==> src/rtl/alu_exec_unit.sv <==
// Two-stage elastic ALU pipeline (ADD/SUB/AND/OR/SLT) with a downstream transfer counter.
// Optional signed-overflow output is built when ALU_EXEC_OVERFLOW_EN is defined.
module alu_exec_unit #(
    parameter int WIDTH = 32
) (
    input  logic             clk,
    input  logic             reset,
    input  logic             in_valid,
    output logic             in_ready,
    input  logic [2:0]       alu_control,
    input  logic [WIDTH-1:0] a,
    input  logic [WIDTH-1:0] b,
    output logic             out_valid,
    input  logic             out_ready,
    output logic [WIDTH-1:0] result,
    output logic             zero,
    output logic             illegal,
    output logic [15:0]      op_count
`ifdef ALU_EXEC_OVERFLOW_EN
    ,
    output logic             overflow
`endif
);

    localparam logic [2:0] OP_ADD = 3'b010;
    localparam logic [2:0] OP_SUB = 3'b110;
    localparam logic [2:0] OP_AND = 3'b000;
    localparam logic [2:0] OP_OR  = 3'b001;
    localparam logic [2:0] OP_SLT = 3'b111;
    localparam int         MSB    = WIDTH - 1;

    // Handshake: a transfer happens on a rising edge where valid and ready are both
    // high; each stage loads when it is empty or its contents leave on the same edge.
    logic             s1_valid;
    logic [2:0]       s1_ctrl;
    logic [WIDTH-1:0] s1_a;
    logic [WIDTH-1:0] s1_b;
    logic             s2_valid;
    logic             s2_ready;

    logic [WIDTH-1:0] sum;
    logic [WIDTH-1:0] diff;
    logic [WIDTH-1:0] nxt_result;
    logic             nxt_zero;
    logic             nxt_illegal;

    assign s2_ready  = !s2_valid || out_ready;
    assign in_ready  = !s1_valid || s2_ready;
    assign out_valid = s2_valid;

    always_comb begin
        sum         = s1_a + s1_b;
        diff        = s1_a - s1_b;
        nxt_result  = '0;
        nxt_illegal = 1'b0;
        case (s1_ctrl)
            OP_ADD:  nxt_result = sum;
            OP_SUB:  nxt_result = diff;
            OP_AND:  nxt_result = s1_a & s1_b;
            OP_OR:   nxt_result = s1_a | s1_b;
            OP_SLT:  nxt_result = {{(WIDTH-1){1'b0}}, ($signed(s1_a) < $signed(s1_b))};
            default: nxt_illegal = 1'b1;
        endcase
        nxt_zero = (nxt_result == '0);
    end

`ifdef ALU_EXEC_OVERFLOW_EN
    logic nxt_overflow;

    // Signed overflow: operands agree in sign (ADD) or differ (SUB) and the result sign flips.
    always_comb begin
        nxt_overflow = 1'b0;
        case (s1_ctrl)
            OP_ADD:  nxt_overflow = (s1_a[MSB] == s1_b[MSB]) && (sum[MSB] != s1_a[MSB]);
            OP_SUB:  nxt_overflow = (s1_a[MSB] != s1_b[MSB]) && (diff[MSB] != s1_a[MSB]);
            default: nxt_overflow = 1'b0;
        endcase
    end

    always_ff @(posedge clk or posedge reset) begin
        if (reset) begin
            overflow <= 1'b0;
        end else if (s2_ready && s1_valid) begin
            overflow <= nxt_overflow;
        end
    end
`endif

    always_ff @(posedge clk or posedge reset) begin
        if (reset) begin
            s1_valid <= 1'b0;
            s1_ctrl  <= '0;
            s1_a     <= '0;
            s1_b     <= '0;
        end else if (in_ready) begin
            s1_valid <= in_valid;
            if (in_valid) begin
                s1_ctrl <= alu_control;
                s1_a    <= a;
                s1_b    <= b;
            end
        end
    end

    always_ff @(posedge clk or posedge reset) begin
        if (reset) begin
            s2_valid <= 1'b0;
            result   <= '0;
            zero     <= 1'b0;
            illegal  <= 1'b0;
        end else if (s2_ready) begin
            s2_valid <= s1_valid;
            if (s1_valid) begin
                result  <= nxt_result;
                zero    <= nxt_zero;
                illegal <= nxt_illegal;
            end
        end
    end

    // Counts downstream transfers; natural 16-bit wrap.
    always_ff @(posedge clk or posedge reset) begin
        if (reset) begin
            op_count <= '0;
        end else if (s2_valid && out_ready) begin
            op_count <= op_count + 16'd1;
        end
    end

endmodule
==> config.mk <==
export PLATFORM = sky130hd
export DESIGN_NAME = alu_exec_unit
export DESIGN_NICKNAME = d
export VERILOG_FILES = /design/src/rtl/alu_exec_unit.sv
export SDC_FILE = /design/constraint.sdc
export NUM_CORES = 1
export LEC_CHECK = 0
export ABC_AREA = 0
export CAP_MARGIN = 20
export CORE_MARGIN = 2
export CORE_UTILIZATION = 36
export DETAILED_ROUTE_END_ITERATION = 8
export GPL_TIMING_DRIVEN = 0
export PLACE_DENSITY = 0.56
export SYNTH_ARGS = -nofsm -noshare
export SYNTH_HDL_FRONTEND = slang
export SYNTH_SLANG_ARGS = --single-unit
==> constraint.sdc <==
create_clock -name clk -period 7.3 [get_ports clk]
set_input_delay 2.19 -clock clk [delete_from_list [all_inputs] [get_ports clk]]
set_output_delay 2.19 -clock clk [all_outputs]
set_load 0.01 [all_outputs]
==> results of run 1 <==
## how the worst max path moves through the flow
stage,from,slack (ns),cells past startpoint,endpoint
final,out_ready,1.67,3,in_ready
after global routing,out_ready,1.63,3,in_ready
after CTS,out_ready,1.66,3,in_ready
after detailed placement,out_ready,1.33,12,zero
after global placement,reset,-0.03,2,s1_b[10]
after floorplan,reset,1.95,1,illegal
## cell usage in the layout (no fill, tap or decap), drive strengths merged, types with 14 or more instances in the layout
cell type	instances
nand2	73
o211ai	14
xnor2	30
nand3	23
mux2	68
nor2	70
clkdlybuf4s50	122
a21o	14
nand4	14
a211oi	26
o21ai	67
a22o	16
dfrtp	119
ha	108
nor3	14
inv	106
a21oi	79
clkbuf	66
## tightest hold or removal path: stages, from the launching register on
cell and delay, ns:
dfrtp_1 0.34, nand2_1 0.05, nand2_1 0.05
## layer usage
layer	track usage, %	vias to the layer above
met4	6.31	0
met1	35.4	4261
met2	35.9	330
met3	3.71	31
met5	0	-
li1	-	4167
## report_power, final
part / leakage [nW] / internal (W) / switching [W]
sequential: 1.46 / 0.000787 / 0.000123
clock: 0.288 / 0.000521 / 0.000368
combinational: 3.46 / 0.000671 / 0.000971
## sequential cells by signal (all words and copies together) (netlist names)
register and cells:
illegal 1, s1_a 32, op_count 16, result 32, s1_ctrl 3, out_valid 1, s1_b 32, s1_valid 1
zero 1
## kinds of logic (layout without fill, tap and decap cells)
| logic type | count (synthesis) | count (layout) |
|---|---|---|
| xor+xnor | 41 | 41 |
| buf+inv | 159 | 314 |
| simple gates | 253 | 253 |
| compound gates | 323 | 323 |
| mux | 78 | 78 |
| fa+ha+maj | 110 | 110 |
| flops | 119 | 119 |
## through the flow
stage                     util (%)  hold WS (ns)  total power [W]  instances  setup WS [ns]
after floorplan                  -         0.506          0.00194       1083           1.95
after global placement        43.0         0.455          0.00253       1540        -0.0323
after detailed placement      43.1         0.461          0.00254       1541           1.33
after CTS                     45.4         0.476          0.00345       1573           1.66
after global routing          45.4         0.500          0.00366       1573           1.63
final                         45.4         0.470          0.00344       1573           1.67
## layout make-up
cell class | instances | area [sq um] | share of cell area (%)
plain buffers | 59 | 233 | 1.96
clock buffers | 18 | 439 | 3.70
clock inverters | 14 | 163 | 1.37
inverters | 100 | 380 | 3.20
multi-input cells | 805 | 6010 | 50.6
flip-flops and latches | 119 | 2980 | 25.1
well taps | 335 | 419 | 3.53
repair buffers | 123 | 1250 | 10.5
==> impl_metrics.env, run 1 <==
export IMPL_synth_simple_gate_area_share_pct=12.7
export IMPL_drt_iter0_drc=688
export IMPL_insertedDiodeCount=0
export IMPL_pwr_density_cell_nw_per_um2=290
export IMPL_grt_pass1_vias=8541
export IMPL_critPathBufInv=2
export IMPL_synth_compound_area_share_pct=22.7
export IMPL_synth_top_family_by_area="compound AO/OA/AOI/OAI gates"
export IMPL_grtUsageTotal_pct=23.8
export IMPL_path_class="in -> out"
export IMPL_hold_end="result[5]"
export IMPL_synthAdderAreaFrac_pct=14.5
export IMPL_ys_warn_count=0
export IMPL_clk_pin_slew_ns=0.06
export IMPL_synthFlopType="dfrtp_1"
export IMPL_postSynthAreaPerCell_sq_um=8.86
export IMPL_vias=8789
export IMPL_seq_area_frac_synth_pct=31.0
export IMPL_routedWlPerCell_um=20.9
export IMPL_port_buffer_count=122
export IMPL_hp_start="result[5]"
export IMPL_pin_count=123
export IMPL_synth_top_area_share_pct=31.0
export IMPL_r2r_end="zero"
export IMPL_design_area_sq_um=11900
export IMPL_crit_path_end_kind="primary output"
export IMPL_syn_to_final_growth_pct=23.7
export IMPL_grt_max_degree=86
export IMPL_violations="design-rule violations"
export IMPL_yosysTopAreaCell="dfrtp_1"
export IMPL_ant_nets=0
export IMPL_r2r_cells=13
export IMPL_holdBufCountCts=0
export IMPL_fp_row_count=59
export IMPL_dpl_hpwl_mm=25.2
export IMPL_highest_layer="met4"
export IMPL_grt_ovfl_total=0
export IMPL_r2r_start="s1_a[2]"
export IMPL_route_met2_wl_mm=14.3
export IMPL_async_flop_share_pct=100
export IMPL_drt_first_pass_iters=9
export IMPL_critical_path_required_ns=5.11
export IMPL_cts_buffers=17
export IMPL_syn_nets=1264
export IMPL_fp_dieH_um=167
export IMPL_ys_top_cells_by_area="dfrtp_1 31%, ha_1 14%, mux2_2 8.0%"
export IMPL_regToRegSetupSlack_ns=2.71
export IMPL_cap_violations=0
export IMPL_grt_setup_unrepaired="false"
export IMPL_cts_htree_levels=4
export IMPL_synth_area_sq_um=9600
export IMPL_synth_enable_flop_cells=0
export IMPL_crit_path_max_incr_delay_ns=0.56
export IMPL_synth_cell_types=74
export IMPL_hold_class="reg -> reg"
export IMPL_tightest_slew_ns=0.961
export IMPL_met3WireLength_mm=2.06
export IMPL_ys_ff_latch=119
export IMPL_yosysMostFrequentCell="dfrtp_1"
export IMPL_dpl_instance_area_sq_um=11300
export IMPL_wl_mm=32.9
export IMPL_synth_mux_area_share_pct=9.02
export IMPL_slew_headroom_pct=35.9
export IMPL_cts_path_max_buffers=2
export IMPL_vdd_drop_max_uv=136
export IMPL_antenna_found_initial=0
export IMPL_place_gp_congestion=0.927
export IMPL_drive_above_1_share_pct=10.1
export IMPL_die_area_sq_um=28000
export IMPL_drv_slew=0
export IMPL_root_buffer="clkbuf_16"
export IMPL_holdPathStages=2
export IMPL_crit_slowest_cell="clkdlybuf4s50_1"
export IMPL_drc=10
export IMPL_met1Wirelength_mm=16.1
export IMPL_critPathTopFamily="buffers and inverters"
export IMPL_viasPerCell=5.59
export IMPL_post_synth_xor_area_fraction_pct=3.74
export IMPL_cts_tree="built"
export IMPL_max_clock_freq_mhz=178
export IMPL_period_needed_ns=5.63
export IMPL_synthTopCellsByCount="119 x dfrtp_1, 108 x ha_1, 100 x inv_1"
export IMPL_postCtsSetupBuffers=0
export IMPL_fin_nets=1406
export IMPL_initial_core_util_pct=36.7
export IMPL_ctsResizeCount=0
export IMPL_fill_cells=2638
export IMPL_cp_cell_sequence="clkdlybuf4s50_1 > nand3b_1 > clkdlybuf4s50_1"
export IMPL_finalHoldViolCount=0
export IMPL_cpMostUsedCell="clkdlybuf4s50_1"
export IMPL_status="finished with violations"
export IMPL_fin_setup_tns_ns=0
export IMPL_finalCritPeriodShare_pct=77.1
export IMPL_chipWidth_um=167
export IMPL_cp_max_fo=4
export IMPL_clock_sinks=119
export IMPL_critPathLaunchType="input pin"
export IMPL_fin_skew_ns=0.00920
export IMPL_grt_pass1_wl_mm=51.2
export IMPL_clk_latency_ns=0.43
export IMPL_setup_violations_final=0
export IMPL_p_leak_nw=5.21
export IMPL_coreArea_sq_um=26100
export IMPL_arrival_ns=3.44
export IMPL_syn_inst=1083
No activity file was read; power rests on OpenSTA's default activity.
==> inputs of run 2 (changes only) <==
- clock period: 7.3 -> 5.4 ns (I/O delays scaled with it)
==> results of run 2 <==
The final DEF is identical to that of run 1. Status: finished with violations: design-rule violations.
Among the figures that moved: setup slack after placement 1.33 ns -> 0.00200 ns; setup slack after layout 1.67 ns -> 0.398 ns; end point of the critical path in_ready -> zero; register-to-register setup slack 2.71 ns -> 0.81 ns; total power 0.00344 W -> 0.00465 W; worst IR drop on VDD 136 uV -> 184 uV
